<file path="src/rtl/alu_mul_seq_if.sv">
// Shared opcode/width definitions and the bundle between the multiply sequencer,
// its controller and the combinational ALU it borrows while busy.
package alu_defs_pkg;
  localparam int W   = 8;
  localparam int Ops = 4;

  localparam logic [Ops-1:0] ADD = 4'b0000;
  localparam logic [Ops-1:0] LSH = 4'b0100;
  localparam logic [Ops-1:0] RSH = 4'b0101;
endpackage

interface alu_mul_seq_if;
  logic                          start;
  logic [alu_defs_pkg::W-1:0]    opA;
  logic [alu_defs_pkg::W-1:0]    opB;
  logic                          busy;
  logic                          done;
  logic [alu_defs_pkg::W-1:0]    product;
  logic [alu_defs_pkg::W-1:0]    aluA;
  logic [alu_defs_pkg::W-1:0]    aluB;
  logic [alu_defs_pkg::Ops-1:0]  aluOp;
  logic [alu_defs_pkg::W-1:0]    aluOut;
  logic                          aluZero;

  // The sequencer is the slave; whoever supplies requests and the ALU result is master.
  modport slave (
    input  start, opA, opB, aluOut, aluZero,
    output busy, done, product, aluA, aluB, aluOp
  );

  modport master (
    output start, opA, opB, aluOut, aluZero,
    input  busy, done, product, aluA, aluB, aluOp
  );
endinterface

</file>
<file path="src/rtl/alu_mul_seq.sv">
// Shift-and-add unsigned multiplier that reuses the shared ALU (ADD/LSH/RSH only),
// stopping as soon as the remaining multiplier bits are all zero.
module alu_mul_seq (
  input  logic          clk_i,
  input  logic          rst_i,
  alu_mul_seq_if.slave  bus
);
  localparam int W   = alu_defs_pkg::W;
  localparam int Ops = alu_defs_pkg::Ops;

  typedef enum logic [2:0] {
    S_IDLE,
    S_ADD,
    S_SHL,
    S_SHR,
    S_DONE
  } state_t;

  state_t         state_q, state_d;
  logic [W-1:0]   acc_q, acc_d;
  logic [W-1:0]   mcand_q, mcand_d;
  logic [W-1:0]   mplr_q, mplr_d;
  logic [3:0]     iter_q, iter_d;
  logic [W-1:0]   product_q, product_d;

  logic [W-1:0]   aluA;
  logic [W-1:0]   aluB;
  logic [Ops-1:0] aluOp;
  logic           busy;
  logic           done;

  always_ff @(posedge clk_i) begin
    if (rst_i) begin
      state_q   <= S_IDLE;
      acc_q     <= '0;
      mcand_q   <= '0;
      mplr_q    <= '0;
      iter_q    <= '0;
      product_q <= '0;
    end else begin
      state_q   <= state_d;
      acc_q     <= acc_d;
      mcand_q   <= mcand_d;
      mplr_q    <= mplr_d;
      iter_q    <= iter_d;
      product_q <= product_d;
    end
  end

  // The ALU result is consumed in the same cycle its operands are presented.
  always_comb begin
    state_d   = state_q;
    acc_d     = acc_q;
    mcand_d   = mcand_q;
    mplr_d    = mplr_q;
    iter_d    = iter_q;
    product_d = product_q;
    aluA      = '0;
    aluB      = '0;
    aluOp     = alu_defs_pkg::ADD;
    busy      = 1'b0;
    done      = 1'b0;

    case (state_q)
      S_IDLE: begin
        if (bus.start) begin
          acc_d   = '0;
          mcand_d = bus.opA;
          mplr_d  = bus.opB;
          iter_d  = '0;
          state_d = S_ADD;
        end
      end

      S_ADD: begin
        busy  = 1'b1;
        aluA  = acc_q;
        aluB  = mcand_q;
        aluOp = alu_defs_pkg::ADD;
        if (mplr_q[0]) begin
          acc_d = bus.aluOut;
        end
        state_d = S_SHL;
      end

      S_SHL: begin
        busy    = 1'b1;
        aluA    = mcand_q;
        aluOp   = alu_defs_pkg::LSH;
        mcand_d = bus.aluOut;
        state_d = S_SHR;
      end

      S_SHR: begin
        busy   = 1'b1;
        aluA   = mplr_q;
        aluOp  = alu_defs_pkg::RSH;
        mplr_d = bus.aluOut;
        iter_d = iter_q + 4'd1;
        // A zero shifted multiplier means no further partial products can contribute.
        if (bus.aluZero || (iter_q == 4'(W - 1))) begin
          product_d = acc_q;
          state_d   = S_DONE;
        end else begin
          state_d = S_ADD;
        end
      end

      S_DONE: begin
        done    = 1'b1;
        state_d = S_IDLE;
      end

      default: begin
        state_d = S_IDLE;
      end
    endcase
  end

  assign bus.aluA    = aluA;
  assign bus.aluB    = aluB;
  assign bus.aluOp   = aluOp;
  assign bus.busy    = busy;
  assign bus.done    = done;
  assign bus.product = product_q;

endmodule

</file>
<file path="src/flat_wrapper.sv">
// flat-port wrapper written by rule: the top's interface ports become plain ports
module alu_mul_seq_flat 
  (clk_i, rst_i, bus_start, bus_opA, bus_opB, bus_aluOut, bus_aluZero, bus_busy, bus_done, bus_product, bus_aluA, bus_aluB, bus_aluOp);
  alu_mul_seq_if bus_i ();
  input  logic clk_i;
  input  logic rst_i;
  input wire logic [$bits(bus_i.start)-1:0] bus_start;
  input wire logic [$bits(bus_i.opA)-1:0] bus_opA;
  input wire logic [$bits(bus_i.opB)-1:0] bus_opB;
  input wire logic [$bits(bus_i.aluOut)-1:0] bus_aluOut;
  input wire logic [$bits(bus_i.aluZero)-1:0] bus_aluZero;
  output wire logic [$bits(bus_i.busy)-1:0] bus_busy;
  output wire logic [$bits(bus_i.done)-1:0] bus_done;
  output wire logic [$bits(bus_i.product)-1:0] bus_product;
  output wire logic [$bits(bus_i.aluA)-1:0] bus_aluA;
  output wire logic [$bits(bus_i.aluB)-1:0] bus_aluB;
  output wire logic [$bits(bus_i.aluOp)-1:0] bus_aluOp;
  assign bus_i.start = bus_start;
  assign bus_i.opA = bus_opA;
  assign bus_i.opB = bus_opB;
  assign bus_i.aluOut = bus_aluOut;
  assign bus_i.aluZero = bus_aluZero;
  assign bus_busy = bus_i.busy;
  assign bus_done = bus_i.done;
  assign bus_product = bus_i.product;
  assign bus_aluA = bus_i.aluA;
  assign bus_aluB = bus_i.aluB;
  assign bus_aluOp = bus_i.aluOp;
  alu_mul_seq u_core (.clk_i(clk_i), .rst_i(rst_i), .bus(bus_i));
endmodule
</file>
<file path="config.mk">
export PLATFORM = sky130hd
export DESIGN_NAME = alu_mul_seq_flat
export DESIGN_NICKNAME = d
export VERILOG_FILES = /design/src/rtl/alu_mul_seq_if.sv /design/src/rtl/alu_mul_seq.sv /design/src/flat_wrapper.sv
export SDC_FILE = /design/constraint.sdc
export NUM_CORES = 1
export LEC_CHECK = 0
export ABC_CLOCK_PERIOD_IN_PS = 4000
export BUFFER_PORTS_ARGS = -buffer_cell sky130_fd_sc_hd__buf_2
export CORE_MARGIN = 2
export CORE_UTILIZATION = 50
export DETAILED_ROUTE_END_ITERATION = 10
export PLACE_DENSITY = 0.86
export SLEW_MARGIN = 25
export SYNTH_ARGS = -nofsm -noshare
export SYNTH_HDL_FRONTEND = slang
export SYNTH_SLANG_ARGS = --single-unit
</file>
<file path="constraint.sdc">
create_clock -name clk_i -period 4 [get_ports clk_i]
set_clock_uncertainty 0.05 [all_clocks]
set_input_delay 0.8 -clock clk_i [delete_from_list [all_inputs] [get_ports clk_i]]
set_output_delay 0.8 -clock clk_i [all_outputs]
set_load 0.005 [all_outputs]
</file>
## Yosys cells after proc, flatten, opt, wreduce, memory -nomap -nowiden

Index checks and enable logic that the tools add are counted.

| word-level totals | value |
|---|---|
| register bits after elaboration | 39 |
| output and inout bits | 30 |
| word-level logic and storage cells | 41 |

| cells by class | value |
|---|---|
| add/sub/neg operators | 1 |
| equality and inequality tests | 7 |
| multiplexer cells | 17 |
| reductions and logical operators | 10 |

Operators with widths:

| cell | number |
|---|---|
| one-hot mux 8 bit (2 select lines) | 3 |
| two-way mux 8 bit | 5 |
| one-hot mux 8 bit (3 select lines) | 1 |
| one-hot mux 3 bit (4 select lines) | 1 |
| one-hot mux 4 bit (2 select lines) | 1 |
| equality test 3 x 2 -> 1 bit (second input constant) | 2 |
| two-way mux 3 bit | 2 |
| one-hot mux 3 bit (2 select lines) | 1 |
| AND reduction 2 bit | 3 |
| nonzero test 2 bit | 3 |
| adder 4 x 1 -> 4 bit (second input constant) | 1 |
| equality test 4 x 3 -> 1 bit (second input constant) | 1 |
| two-way mux 4 bit | 1 |
| equality test 3 x 1 -> 1 bit (second input constant) | 1 |
| equality test 3 bit (second input constant) | 1 |
| zero test 3 bit | 1 |
| AND reduction 3 bit | 1 |
| OR reduction 3 bit | 1 |
| two-way mux 1 bit | 2 |
| inequality test 2 x 1 -> 1 bit (second input constant) | 1 |
| inequality test 2 bit (second input constant) | 1 |
| logical OR 1 bit | 1 |

## Logic depth before layout (Yosys ltp)

| logic depth | value |
|---|---|
| depth after elaboration | 4 |
| depth in mapped cells | 6 |
| mapped depth without buffers | 4 |

## Worst setup path after synthesis

Ideal clock, no wire load.

| timing | value |
|---|---|
| kind | register to output |
| from | register u_core.state_q[1] |
| to | output port bus_aluA[0] |
| arrival time | 1.244 ns |
| slack | 1.906 ns |
| cell stages (with the launch flop) | 6 |
| path through | dfxtp_1 buf_6 buf_2 mux2_2 a22oi_1 nor2_1 |

| on the way | value |
|---|---|
| longest elaborated chain between the ends | 2 |

RTL lines:

| what | RTL line | RTL |
|---|---|---|
| start, declared | alu_mul_seq.sv:19 | `state_t state_q, state_d;` |
| start signal, assigned | alu_mul_seq.sv:41 | `state_q <= state_d;` |
| equality test 3 x 2 -> 1 bit or equality test 3 x 1 -> 1 bit (tied branches) | alu_mul_seq.sv:64 | `case (state_q)` |
| one-hot mux 8 bit (3 select lines) * | alu_mul_seq.sv:64 |  |
| end, declared | flat_wrapper.sv:15 | `output wire logic [$bits(bus_i.aluA)-1:0] bus_aluA;` |

Every way passes the cells marked *; elsewhere a longest branch is shown, timed or not.

## Worst setup path in the final report

| timing | value |
|---|---|
| from | register u_core.state_q[1] |
| to | output port bus_aluB[6] |

| on the way | value |
|---|---|
| longest elaborated chain between the ends | 2 |

RTL lines:

| what | RTL line | RTL |
|---|---|---|
| equality test 3 x 1 -> 1 bit | alu_mul_seq.sv:64 |  |
| two-way mux 8 bit | alu_mul_seq.sv:64 |  |
| end, declared | flat_wrapper.sv:16 | `output wire logic [$bits(bus_i.aluB)-1:0] bus_aluB;` |

No other way between the ends.

==> out/metrics.yaml <==
status: "complete, no violations"
gp_congestion: 0.8532
port_buffers: 55
yosys.area_share.simple_pct: 23.07
synth-main-ff-cell: "dfxtp_1"
cts_tree: "yes"
synthTopCellsByCount: "39 x dfxtp_1, 19 x a21oi_1, 19 x nand2_1"
dr.first_iter.drc_count: 152
max_freq_mhz: 339.9
yosysMostFrequentCell: "dfxtp_1"
core-area_um2: 4029
post_synth.cell_area_avg_um2: 8.722
viasPerCell: 5.894
fin_cells: 329
synth_top_cell_area_share_pct: 37.30
fp.dieH_um: 68.71
grt_remaining_overflow: 0
nFillCells: 369
syn_inst: 240
cts_sinks: 39
fin_crit_ns: 2.942
slew_violations: 0
r2r_cells: 4
synth_cell_types: 38
rows: 23
synth_fa_ha_area_share_pct: 0.5977
insertedDiodeCount: 0
finalWirelength_um: 5159
worst_ir_drop_vdd_mv: 0.2214
path_cells: "nor2_1, and3_1, buf_2"
synth-compound-area-share_pct: 18.65
synth-seq-cells: 39
grt_max_degree: 48
place_hpwl_um: 3626
antenna_left: 0
hold_path.class: "reg -> reg"
post_cts_buffers: 0
vias: 1939
slowest_delay_ns: 0.85
crit_arrival_ns: 2.09
fin_nets: 307
cp-end-kind: "output pin"
clockBufferDepth: 2
cp.required_ns: 3.15
cap_violations: 0
pwr_density_cell_nw_per_um2: 400.9
synth_edf_count: 0
synthMuxAreaShare_pct: 12.43
p_leak_nw: 1.048
syn_area_um2: 2093
cts_made_buffers: 5
yosys_warnings: 0
regToRegEndpoint: "u_core.mplr_q[0]$_SDFFE_PP0P_"
dpl_cell_area_um2: 2300
cts_root_buffer: "clkbuf_8"
clk_latency_ns: 0.30
period_share_pct: 73.54
dp_cells: 321
cts_resized: 0
crit_slowest_cell: "nor2_1"
r2r-start: "u_core.state_q[1]$_SDFFE_PP0P_"
drive_gt1_share_pct: 27.96
ios: 58
start_util_pct: 51.96
antenna_found_initial: 0
tns_ns: 0
area_growth_pct: 14.64
stdcell_area_um2: 2400
route.detailed.drc: 0
critPathBufInv: 1
async_reset_ff_share_pct: 0
critPathTopFamily: "simple AND/OR/NAND/NOR gates"
synth_area_leaders: "dfxtp_1 37%, mux2i_1 8.1%, nand2b_1 5.1%, a21oi_1 4.5%, mux2_2 4.3%"
yosysSeqAreaShare_pct: 37.30
rrSetupSlack_ns: 1.59
hp-start: "u_core.bus.product[0]$_SDFFE_PP0P_"
finalHoldViolCount: 0
grt_pass1_wl_um: 8017
path_class: "reg -> out"
first_global_vias: 1673
finalSetupViolCount: 0
cts_hold_buf: 0
min_to: "u_core.bus.product[0]$_SDFFE_PP0P_"
drtPass1Iterations: 4
crit_fanout: 21
dieArea_um2: 4720
worst_slew_pin_slew_ns: 0.9678
synth_top_area_cell: "dfxtp_1"
synth_top_family_by_area: "simple AND/OR/NAND/NOR gates"
rsz0062_at_grt: "no"
h-tree-depth: 2
max_slew_margin_pct: 35.24
clk_pin_slew_ns: 0.08
routedWlPerCell_um: 15.68
power.total_mw: 0.9620
synth_xor_area_share_pct: 0.4184
die_x_um: 68.71
critPathLaunchType: "flop"
hold_depth: 2
track_usage_pct: 22.82
worst max-delay path by stage:
stage	cells after the start	slack, ns	end	start
floorplan	5	1.91	bus_aluA[0]	u_core.state_q[1]$_SDFFE_PP0P_
CTS	3	1.10	bus_aluOp[0]	u_core.state_q[1]$_SDFFE_PP0P_
detailed placement	3	1.43	bus_aluOp[0]	u_core.state_q[1]$_SDFFE_PP0P_
global route	3	0.89	bus_aluOp[0]	u_core.state_q[1]$_SDFFE_PP0P_
finish	3	1.06	bus_aluB[6]	u_core.state_q[1]$_SDFFE_PP0P_
global placement	3	1.49	bus_aluOp[0]	u_core.state_q[1]$_SDFFE_PP0P_
sequential cells by signal (all words and copies together), names as in the netlist:
| register | cells |
|---|---|
| u_core.bus.product | 8 |
| u_core.mcand_q | 8 |
| u_core.acc_q | 8 |
| u_core.mplr_q | 8 |
| u_core.iter_q | 4 |
| u_core.state_q | 3 |
kinds of logic (layout without fill, tap and decap cells):
group           count (synthesis)  after routing
buf+inv                        29             67
xor+xnor                        1              1
compound gates                 57             57
simple gates                   87             87
flops                          39             39
fa+ha+maj                       1              1
mux                            25             25
other cells                     1              2
stage by stage:
stage / setup WS, ns / utilization, % / hold WS (ns)
2_1_floorplan: 1.906 / - / 0.3914
3_3_place_gp: 1.487 / 57.08 / 0.4117
3_5_place_dp: 1.427 / 57.08 / 0.4150
4_1_cts: 1.097 / 59.57 / 0.4248
5_1_grt: 0.8942 / 59.57 / 0.4515
6_report: 1.058 / 59.57 / 0.4239
tightest hold or removal path: stages (launching register included):
cell and delay [ns]:
dfxtp_1 0.31, nand2b_1 0.06, mux2i_1 0.06
final cells by class:
class                   count  area, µm²  area share (%)
repair buffers             56      282.8           11.78
multi-input cells         173       1162           48.44
well taps                  50      62.56           2.607
inverters                   3      11.26          0.4692
flip-flops and latches     39      780.7           32.53
clock buffers               8      100.1           4.171
routing by layer:
| metal | share of wire (%) | global-route usage, % |
|---|---|---|
| met1 | 40 | 31.12 |
| met2 | 51 | 35.22 |
| met3 | 6.6 | 4.545 |
| met4 | 2.5 | 9.314 |
| met5 | 0 | 0 |
power breakdown:
group	leakage (nW)	internal [mW]	switching (mW)
sequential	0.319	0.420	0.0414
combinational	0.678	0.0922	0.115
clock	0.0515	0.157	0.136
placed cells by master, fill, tap and decap left out, drive strengths merged, types with 2 or more instances in the layout:
cell type and count:
a211oi 9, a21oi 20, a22oi 7, a311oi 10
and3 8, buf 56, clkbuf 8, conb 2
dfxtp 39, inv 2, mux2 8, mux2i 17
nand2 19, nand2b 17, nand3b 4, nand4 8
nor2 11, nor2b 3, nor3 11, o21ai 8
or2 2
Power figures use the tool's default switching activity.
